## config.mk

```make
export PLATFORM = sky130hd
export DESIGN_NAME = controlador_acesso_memoria
export DESIGN_NICKNAME = d
export VERILOG_FILES = /design/src/rtl/controlador_acesso_memoria_pkg.sv /design/src/rtl/controlador_acesso_memoria_alinhador.sv /design/src/rtl/controlador_acesso_memoria.sv
export SDC_FILE = /design/constraint.sdc
export NUM_CORES = 1
export LEC_CHECK = 0
export CORE_MARGIN = 2
export CORE_UTILIZATION = 30
export DETAILED_ROUTE_END_ITERATION = 8
export HOLD_SLACK_MARGIN = 0.06
export SLEW_MARGIN = 20
export SYNTH_ARGS = -nofsm -noshare
export SYNTH_HDL_FRONTEND = slang
export SYNTH_SLANG_ARGS = --single-unit
```

## constraint.sdc

```tcl
create_clock -name clock -period 1.95 [get_ports clock]
set_input_delay 0.2925 -clock clock [delete_from_list [all_inputs] [get_ports clock]]
set_output_delay 0.2925 -clock clock [all_outputs]
set_load 0.02 [all_outputs]
```

## src/rtl/controlador_acesso_memoria_pkg.sv

```systemverilog
// Shared types and constants for the CPU-side data-memory access controller.
// Holds the FSM encoding, access-size codes and byte-lane identifiers.
package pkg_acesso_memoria;

  typedef enum logic [1:0] {
    OCIOSO    = 2'd0,
    LER       = 2'd1,
    ESCREVER  = 2'd2,
    CONCLUIDO = 2'd3
  } estado_t;

  localparam logic [1:0] TAM_BYTE     = 2'b00;
  localparam logic [1:0] TAM_MEIA     = 2'b01;
  localparam logic [1:0] TAM_PALAVRA  = 2'b10;
  localparam logic [1:0] TAM_INVALIDO = 2'b11;

  localparam logic [1:0] LANE_0 = 2'd0;
  localparam logic [1:0] LANE_1 = 2'd1;
  localparam logic [1:0] LANE_2 = 2'd2;
  localparam logic [1:0] LANE_3 = 2'd3;

  // Halfwords must sit on even addresses, words on multiples of four.
  function automatic logic desalinhado(input logic [1:0] tamanho, input logic [1:0] lane);
    case (tamanho)
      TAM_BYTE:     return 1'b0;
      TAM_MEIA:     return lane[0];
      TAM_PALAVRA:  return lane != LANE_0;
      TAM_INVALIDO: return 1'b1;
      default:      return 1'b1;
    endcase
  endfunction

endpackage

```

## src/rtl/controlador_acesso_memoria_alinhador.sv

```systemverilog
// Combinational byte-lane steering: load extraction with sign/zero extension
// and store merge of new data into the previously read word.
module alinhador_dados
  import pkg_acesso_memoria::*;
(
  input  logic [31:0] palavra_lida,
  input  logic [31:0] dado_novo,
  input  logic [1:0]  lane,
  input  logic [1:0]  tamanho,
  input  logic        sem_sinal,
  output logic [31:0] dado_extraido,
  output logic [31:0] palavra_mesclada
);

  logic [31:0] deslocado;

  assign deslocado = palavra_lida >> {lane, 3'b000};

  always_comb begin
    dado_extraido = deslocado;
    case (tamanho)
      TAM_BYTE: dado_extraido = sem_sinal ? {24'b0, deslocado[7:0]}
                                          : {{24{deslocado[7]}}, deslocado[7:0]};
      TAM_MEIA: dado_extraido = sem_sinal ? {16'b0, deslocado[15:0]}
                                          : {{16{deslocado[15]}}, deslocado[15:0]};
      default:  dado_extraido = palavra_lida;
    endcase
  end

  // Lanes outside the addressed byte/halfword keep their old contents.
  always_comb begin
    palavra_mesclada = palavra_lida;
    case (tamanho)
      TAM_BYTE: begin
        case (lane)
          LANE_0: palavra_mesclada[7:0]   = dado_novo[7:0];
          LANE_1: palavra_mesclada[15:8]  = dado_novo[7:0];
          LANE_2: palavra_mesclada[23:16] = dado_novo[7:0];
          LANE_3: palavra_mesclada[31:24] = dado_novo[7:0];
          default: palavra_mesclada = palavra_lida;
        endcase
      end
      TAM_MEIA: begin
        if (lane[1]) palavra_mesclada[31:16] = dado_novo[15:0];
        else         palavra_mesclada[15:0]  = dado_novo[15:0];
      end
      TAM_PALAVRA: palavra_mesclada = dado_novo;
      default:     palavra_mesclada = palavra_lida;
    endcase
  end

endmodule

```

## src/rtl/controlador_acesso_memoria.sv

```systemverilog
// Initiator side of the data-memory port: turns byte-addressed CPU loads and
// stores into word-indexed accesses, using read-modify-write for sub-words.
module controlador_acesso_memoria
  import pkg_acesso_memoria::*;
#(
  parameter int MEM_SIZE   = 150,
  parameter int ADDR_WIDTH = 32
) (
  input  logic                  clock,
  input  logic                  reset,
  input  logic                  req,
  input  logic                  escrita,
  input  logic [1:0]            tamanho,
  input  logic                  sem_sinal,
  input  logic [ADDR_WIDTH-1:0] endereco_cpu,
  input  logic [31:0]           dado_cpu,
  output logic [31:0]           dado_lido_cpu,
  output logic                  pronto,
  output logic                  ocupado,
  output logic                  erro_alinhamento,
  output logic                  erro_faixa,
  output logic [ADDR_WIDTH-1:0] mem_endereco,
  output logic                  mem_write,
  output logic [31:0]           mem_dado_escrito,
  input  logic [31:0]           mem_dado_lido
);

  estado_t     estado;
  logic        escrita_r;
  logic [1:0]  tamanho_r;
  logic        sem_sinal_r;
  logic [1:0]  lane_r;
  logic [31:0] dado_r;
  logic [31:0] dado_extraido;
  logic [31:0] palavra_mesclada;
  logic        erro_al_in;
  logic        erro_fx_in;

  alinhador_dados u_alinhador (
    .palavra_lida     (mem_dado_lido),
    .dado_novo        (dado_r),
    .lane             (lane_r),
    .tamanho          (tamanho_r),
    .sem_sinal        (sem_sinal_r),
    .dado_extraido    (dado_extraido),
    .palavra_mesclada (palavra_mesclada)
  );

  assign erro_al_in = desalinhado(tamanho, endereco_cpu[1:0]);
  assign erro_fx_in = (endereco_cpu >> 2) >= ADDR_WIDTH'(MEM_SIZE);

  // Gating with reset keeps an aborted store from landing in memory.
  assign mem_write = (estado == ESCREVER) && !reset;

  always_ff @(posedge clock) begin
    if (reset) begin
      estado           <= OCIOSO;
      pronto           <= 1'b0;
      ocupado          <= 1'b0;
      erro_alinhamento <= 1'b0;
      erro_faixa       <= 1'b0;
      dado_lido_cpu    <= '0;
      mem_endereco     <= '0;
      mem_dado_escrito <= '0;
      escrita_r        <= 1'b0;
      tamanho_r        <= TAM_BYTE;
      sem_sinal_r      <= 1'b0;
      lane_r           <= LANE_0;
      dado_r           <= '0;
    end else begin
      pronto <= 1'b0;
      case (estado)
        OCIOSO: begin
          if (req) begin
            escrita_r        <= escrita;
            tamanho_r        <= tamanho;
            sem_sinal_r      <= sem_sinal;
            lane_r           <= endereco_cpu[1:0];
            dado_r           <= dado_cpu;
            dado_lido_cpu    <= '0;
            erro_alinhamento <= erro_al_in;
            erro_faixa       <= erro_fx_in && !erro_al_in;
            mem_endereco     <= endereco_cpu >> 2;
            mem_dado_escrito <= dado_cpu;
            ocupado          <= 1'b1;
            if (erro_al_in || erro_fx_in) begin
              estado <= CONCLUIDO;
              pronto <= 1'b1;
            end else if (escrita && tamanho == TAM_PALAVRA) begin
              estado <= ESCREVER;
            end else begin
              estado <= LER;
            end
          end
        end
        LER: begin
          if (escrita_r) begin
            mem_dado_escrito <= palavra_mesclada;
            estado           <= ESCREVER;
          end else begin
            dado_lido_cpu <= dado_extraido;
            estado        <= CONCLUIDO;
            pronto        <= 1'b1;
          end
        end
        ESCREVER: begin
          estado <= CONCLUIDO;
          pronto <= 1'b1;
        end
        CONCLUIDO: begin
          estado  <= OCIOSO;
          ocupado <= 1'b0;
        end
        default: begin
          estado  <= OCIOSO;
          ocupado <= 1'b0;
        end
      endcase
    end
  end

endmodule
```

=== Word-level counts from Yosys, hierarchy flattened ===
Index checks and enable logic that the tools add are counted.

* Logic and storage cells: 74
* Bits of input ports: 103
* Output and inout bits: 101
* Register bits after elaboration: 138

* Equality and inequality tests: 14
* Shifts and indexed selects: 1
* Reductions and logical operators: 17
* Order comparisons: 1
* Mux-type cells: 28

{| class="wikitable"
|+ Operator list
! operator !! count
|-
| $mux W32 || 6
|-
| $pmux W32 S2 || 3
|-
| $pmux W32 S3 || 1
|-
| $mux W16 || 2
|-
| $mux W8 || 4
|-
| $shr A32 B5 Y16 || 1
|-
| $ge A30 B8 Y1 const B || 1
|-
| $eq A2 B2 Y1 const B || 7
|-
| $eq A2 B1 Y1 const B || 4
|-
| $logic_not A2 Y1 || 4
|-
| $pmux W2 S4 || 1
|-
| $mux W2 || 3
|-
| $ne A2 B2 Y1 const B || 3
|-
| $reduce_and A3 Y1 || 2
|-
| $reduce_bool A2 Y1 || 3
|-
| $mux W1 || 5
|-
| $pmux W1 S4 || 1
|-
| $reduce_and A2 Y1 || 2
|-
| $logic_and A1 B1 Y1 || 3
|-
| $pmux W1 S3 || 1
|-
| $logic_not A1 Y1 || 2
|-
| $pmux W1 S2 || 1
|-
| $logic_or A1 B1 Y1 || 1
|}

=== Logic depth before layout (Yosys ltp) ===
* Depth after elaboration: 6
* Depth in mapped cells: 10
* Gate-level depth less buffers: 7

=== By module ===
Synthesis repeated with hierarchy kept, for this count alone.

* Cell total of the unflattened synthesis: 877
* Area, all modules: 7231.9 um2

{| class="wikitable"
|+ Modules (own cells, without submodules)
! module !! instances !! area each (um2) !! sequential area each (um2) !! cells an instance
|-
| controlador_acesso_memoria || 1 || 5535.3 || 2762.6 || 639
|-
| alinhador_dados || 1 || 1696.6 || 0.0 || 238
|}

=== Worst setup path before layout ===
Ideal clock, no wire load.

* Kind: reg2reg
* Start point: register estado[0]
* End point: register dado_lido_cpu[11]
* Data required time: 1.833 ns
* Path buffers: 3
* Path slack: 0.112 ns
* Arrival: 1.722 ns
* Setup time: 0.117 ns
* Clock period less this slack: 1.838 ns
* Cell stages (with the launch flop): 10
* Cells stage by stage: dfxtp_1 > inv_1 > ha_1 > buf_4 > mux2i_4 > a21o_1 > buf_4 > nor2b_4 > buf_6 > a22o_1

* Word-level cells in the longest chain between the ends: 3
* Elaborated cells on any way between the ends: 7
* Classes of those cells: eq/ne (3); mux (1); reduce/logical (3)

{| class="wikitable"
|+ Ends and longest elaborated chain
! what !! line !! RTL
|-
| start, declared || controlador_acesso_memoria.sv:28 || <nowiki>estado_t estado;</nowiki>
|-
| start signal, assigned || controlador_acesso_memoria.sv:57 || <nowiki>estado <= OCIOSO;</nowiki>
|-
| start signal, assigned || controlador_acesso_memoria.sv:87 || <nowiki>estado <= CONCLUIDO;</nowiki>
|-
| start signal, assigned || controlador_acesso_memoria.sv:90 || <nowiki>estado <= ESCREVER;</nowiki>
|-
| $eq A2 B1 Y1 or $logic_not A2 Y1 (tied branches) || controlador_acesso_memoria.sv:72 || <nowiki>case (estado)</nowiki>
|-
| $ne A2 B2 Y1 (no source line) or $reduce_bool A2 Y1 (tied branches) || -- ||
|-
| $reduce_and A3 Y1 (no source line) || -- ||
|-
| end signal, assigned || controlador_acesso_memoria.sv:101 || <nowiki>dado_lido_cpu <= dado_extraido;</nowiki>
|-
| end, declared || controlador_acesso_memoria.sv:17 || <nowiki>output logic [31:0] dado_lido_cpu,</nowiki>
|}

Several ways; a longest one is shown, not always the timed one.
A chain may end at the register's enable or synchronous reset.

=== Worst setup path after layout ===
* Start point: register estado[1]
* End point: register dado_lido_cpu[1]

The elaborated chain is that of the path after synthesis.

==> summary.md <==
| Metric | Value |
|---|---|
| Initial antenna violation count | `1` |
| CTS tree | `done` |
| Power Dens Cells | `approximately 1300 nW/µm²` |
| Util after Layout | `0.4526` |
| Critical path class | `flop to flop` |
| Clock sinks | `138` |
| Worst-case clock skew | `roughly 0.0062 ns` |
| Via count | `around 7400` |
| Die area | `roughly 25000 µm²` |
| Hold Crit Class | `primary input to flop` |
| Row cnt | `55` |
| Top_reg_cell synth | `dfxtp_1` |
| Setup repair bufs after CTS | `0` |
| Arrival time worst endpoint | `around 2.3 ns` |
| Status | `complete, no violations` |
| Register area | `~2800 µm²` |
| Largest net degree at the start of global routing | `83` |
| Fraction of layout cells with a size suffix above 1 | `0.1332` |
| PortBufs | `approximately 200` |
| Overall Global Routing Usage | `0.2169` |
| Final WL | `roughly 26 mm` |
| Seq cells post-synth | `138` |
| Commonest non-fill, non-tap cells in the layout | `208 x nand2_1, 199 x clkdlybuf4s50_1, 136 x dfxtp_1, 126 x a21oi_1, 80 x nor2_1` |
| Ant diodes | `0` |
| Avg Inst Size Synth | `7.776 µm²` |
| TritonCTS buffer count | `17` |
| VDD IR max | `between 0.6 and 0.7 mV` |
| Die width | `156.7 µm` |
| Area grow syn2layout | `47.49%` |
| CP endpoint kind | `flop` |
| Cells after Synth | `between 800 and 900` |
| Period minus WS final | `~1.9 ns` |
| CP required | `2.31 ns` |
| Pwr Total | `between 10 and 15 mW` |
| Final Hold Viols | `0` |
| 1st-pass router iterations | `5` |
| Vias in the first global route | `between 7000 and 8000` |
| Register area share after synthesis | `0.3952` |
| Critical Path Fanout Max | `4` |
| WHS Path Cells | `2` |
| Clock Root Buffer | `clkbuf_16` |
| Fin crit share | `0.9712` |
| Post-synth cell types | `58` |
| CTS Buffer Depth | `2` |
| FF-to-FF path depth | `9` |
| Clock slew at the register clock pins of the worst setup and hold paths | `0.06 ns` |
| Final Non-Filler Cells | `~1500` |
| Asr flop ratio synth | `0` |
| CTS H-Tree Depth | `4` |
| Routed vias/inst | `a little over 5` |
| Pins over their slew limit | `0` |
| Final setup fails | `0` |
| First-pass GRT wire length | `about 41 mm` |
| Startpoint class of the critical path | `flop` |
| Yosys warning total | `0` |
| WL per Instance | `between 15 and 20 µm` |
| Fmax | `528.0 MHz` |
| Post-synth EDFFs | `0` |
| Nets@finish | `between 1000 and 1500` |
| HPWL after DPL | `~20 mm` |
| LEAKAGE | `around 3.9 nW` |
| RSZ-0062 raised after global routing | `true` |
| Clock Latency Late Sink | `around 0.43 ns` |
| Commonest non-fill, non-tap cell in the layout | `nand2_1` |
| Ports | `~200` |
| Fill cells | `between 2000 and 2500` |
| Multi-input logic area | `3869 µm²` |
| Initial Util | `0.3069` |
| Max_cap viols | `0` |
| Post-route ant nets | `0` |
| Die Y | `~160 µm` |
| DP Cell Count | `around 1400` |
| Total gr overflow | `0` |
| Relative slew slack | `0.5799` |
| Core Area | `~23000 µm²` |
| Placer Congestion | `~0.9` |
| Initial DRC Count | `~570` |
| Area of the mapped netlist | `about 7000 µm²` |
| # DRC | `0` |
| Tightest Pin Transition | `between 0.6 and 0.7 ns` |
==> cells in the mapped netlist (2+ instances only) <==
| cell | n | share of area |
|---|---|---|
| a211oi_1 | 16 | 0.017 |
| a21o_1 | 5 | 0.0054 |
| a21oi_1 | 126 | 0.090 |
| a221o_1 | 8 | 0.011 |
| a221oi_1 | 14 | 0.018 |
| a22o_1 | 7 | 0.0088 |
| a22oi_1 | 5 | 0.0054 |
| a32o_1 | 7 | 0.010 |
| and2_1 | 2 | 0.0018 |
| and3_1 | 7 | 0.0063 |
| buf_1 | 2 | 0.0011 |
| buf_2 | 18 | 0.013 |
| buf_4 | 9 | 0.0097 |
| buf_6 | 6 | 0.0097 |
| clkbuf_1 | 34 | 0.018 |
| dfxtp_1 | 138 | 0.40 |
| ha_1 | 4 | 0.0072 |
| inv_1 | 7 | 0.0038 |
| inv_2 | 2 | 0.0011 |
| mux2_2 | 15 | 0.024 |
| mux2i_1 | 36 | 0.052 |
| nand2_1 | 209 | 0.11 |
| nand2_2 | 2 | 0.0018 |
| nand2b_1 | 13 | 0.012 |
| nand3b_1 | 5 | 0.0054 |
| nor2_1 | 81 | 0.043 |
| nor2_2 | 2 | 0.0018 |
| nor2b_1 | 6 | 0.0054 |
| nor3_1 | 5 | 0.0036 |
| nor3_2 | 2 | 0.0029 |
| nor4_1 | 9 | 0.0081 |
| o2111ai_1 | 4 | 0.0050 |
| o211ai_1 | 3 | 0.0032 |
| o21a_1 | 9 | 0.0097 |
| o21ai_0 | 37 | 0.026 |
| o21ai_1 | 16 | 0.011 |
| o22ai_1 | 5 | 0.0045 |
| o41ai_2 | 3 | 0.0070 |
==> area by class of cell <==
class,instances,area share
timing repair buffer,278,0.2593
clock inverter,12,0.01129
clock buffer,20,0.04430
multi-input combinational,683,0.3752
tap,313,0.03799
inverter,10,0.003641
sequential,138,0.2682
==> state kept, by name, summed over array words and instances (netlist names) <==
name,count
dado_lido_cpu,32
dado_r,32
erro_alinhamento,1
erro_faixa,1
escrita_r,1
estado,2
lane_r,2
mem_dado_escrito,32
mem_endereco,30
ocupado,1
pronto,1
sem_sinal_r,1
tamanho_r,2
==> through the flow <==
step                instance area [µm²]  hold slack, ns  TNS (ns)  worst slack (ns)
floorplan                          6994          0.4285         0            0.1116
global placement                   9704          0.4354    -4.386           -0.2121
detailed placement                 9704          0.4426    -6.373           -0.2720
CTS                               10280          0.1590         0           0.01864
global route                      10310          0.1831    -1.683          -0.09009
finish                            10310          0.1910         0           0.05608
==> per-layer routing <==
metal | track usage | share of wire
met1 | 0.2781 | 0.43
met2 | 0.3415 | 0.45
met3 | 0.07339 | 0.090
met4 | 0.07208 | 0.022
met5 | 0 | 0.00030
==> cell families after synthesis <==
logic type               share of synthesized area
flip-flops                                  0.3952
AO/OA/AOI/OAI                               0.2466
other                                    0.0005364
adder cells (fa/ha/maj)                   0.007160
buffers and inverters                      0.05692
AND/OR/NAND/NOR                             0.2126
multiplexers                               0.08090
==> critical path, stage by stage (launching register included) <==
cell,delay (ns)
dfxtp_1,0.31
inv_1,0.10
ha_2,0.25
and2b_1,0.20
buf_4,0.15
nand2_1,0.12
buf_4,0.17
a221oi_1,0.22
o21ai_0,0.18
a21oi_1,0.14
==> path summary, 6_finish.rpt <==
| kind | endpoint | from | slack (ns) |
|---|---|---|---|
| worst min-delay path | dado_lido_cpu[15] | reset | 0.19 |
| worst max-delay path | dado_lido_cpu[1] | estado[1] | 0.06 |
| worst min register to register | mem_dado_escrito[13] | mem_dado_escrito[13] | 0.45 |
| worst max register to register | dado_lido_cpu[1] | estado[1] | 0.06 |
==> repair_timing <==
action,in CTS,in global routing
endpoints found under the setup margin,15,58
hold buffers,0,0
resized for setup,4,12
==> power breakdown <==
group,internal (mW),switching [mW]
clock network,1.83,1.34
logic,2.87,3.55
registers,3.57,0.519
total,8.27,5.42
Note: power is estimated with default switching activity, not from simulation.
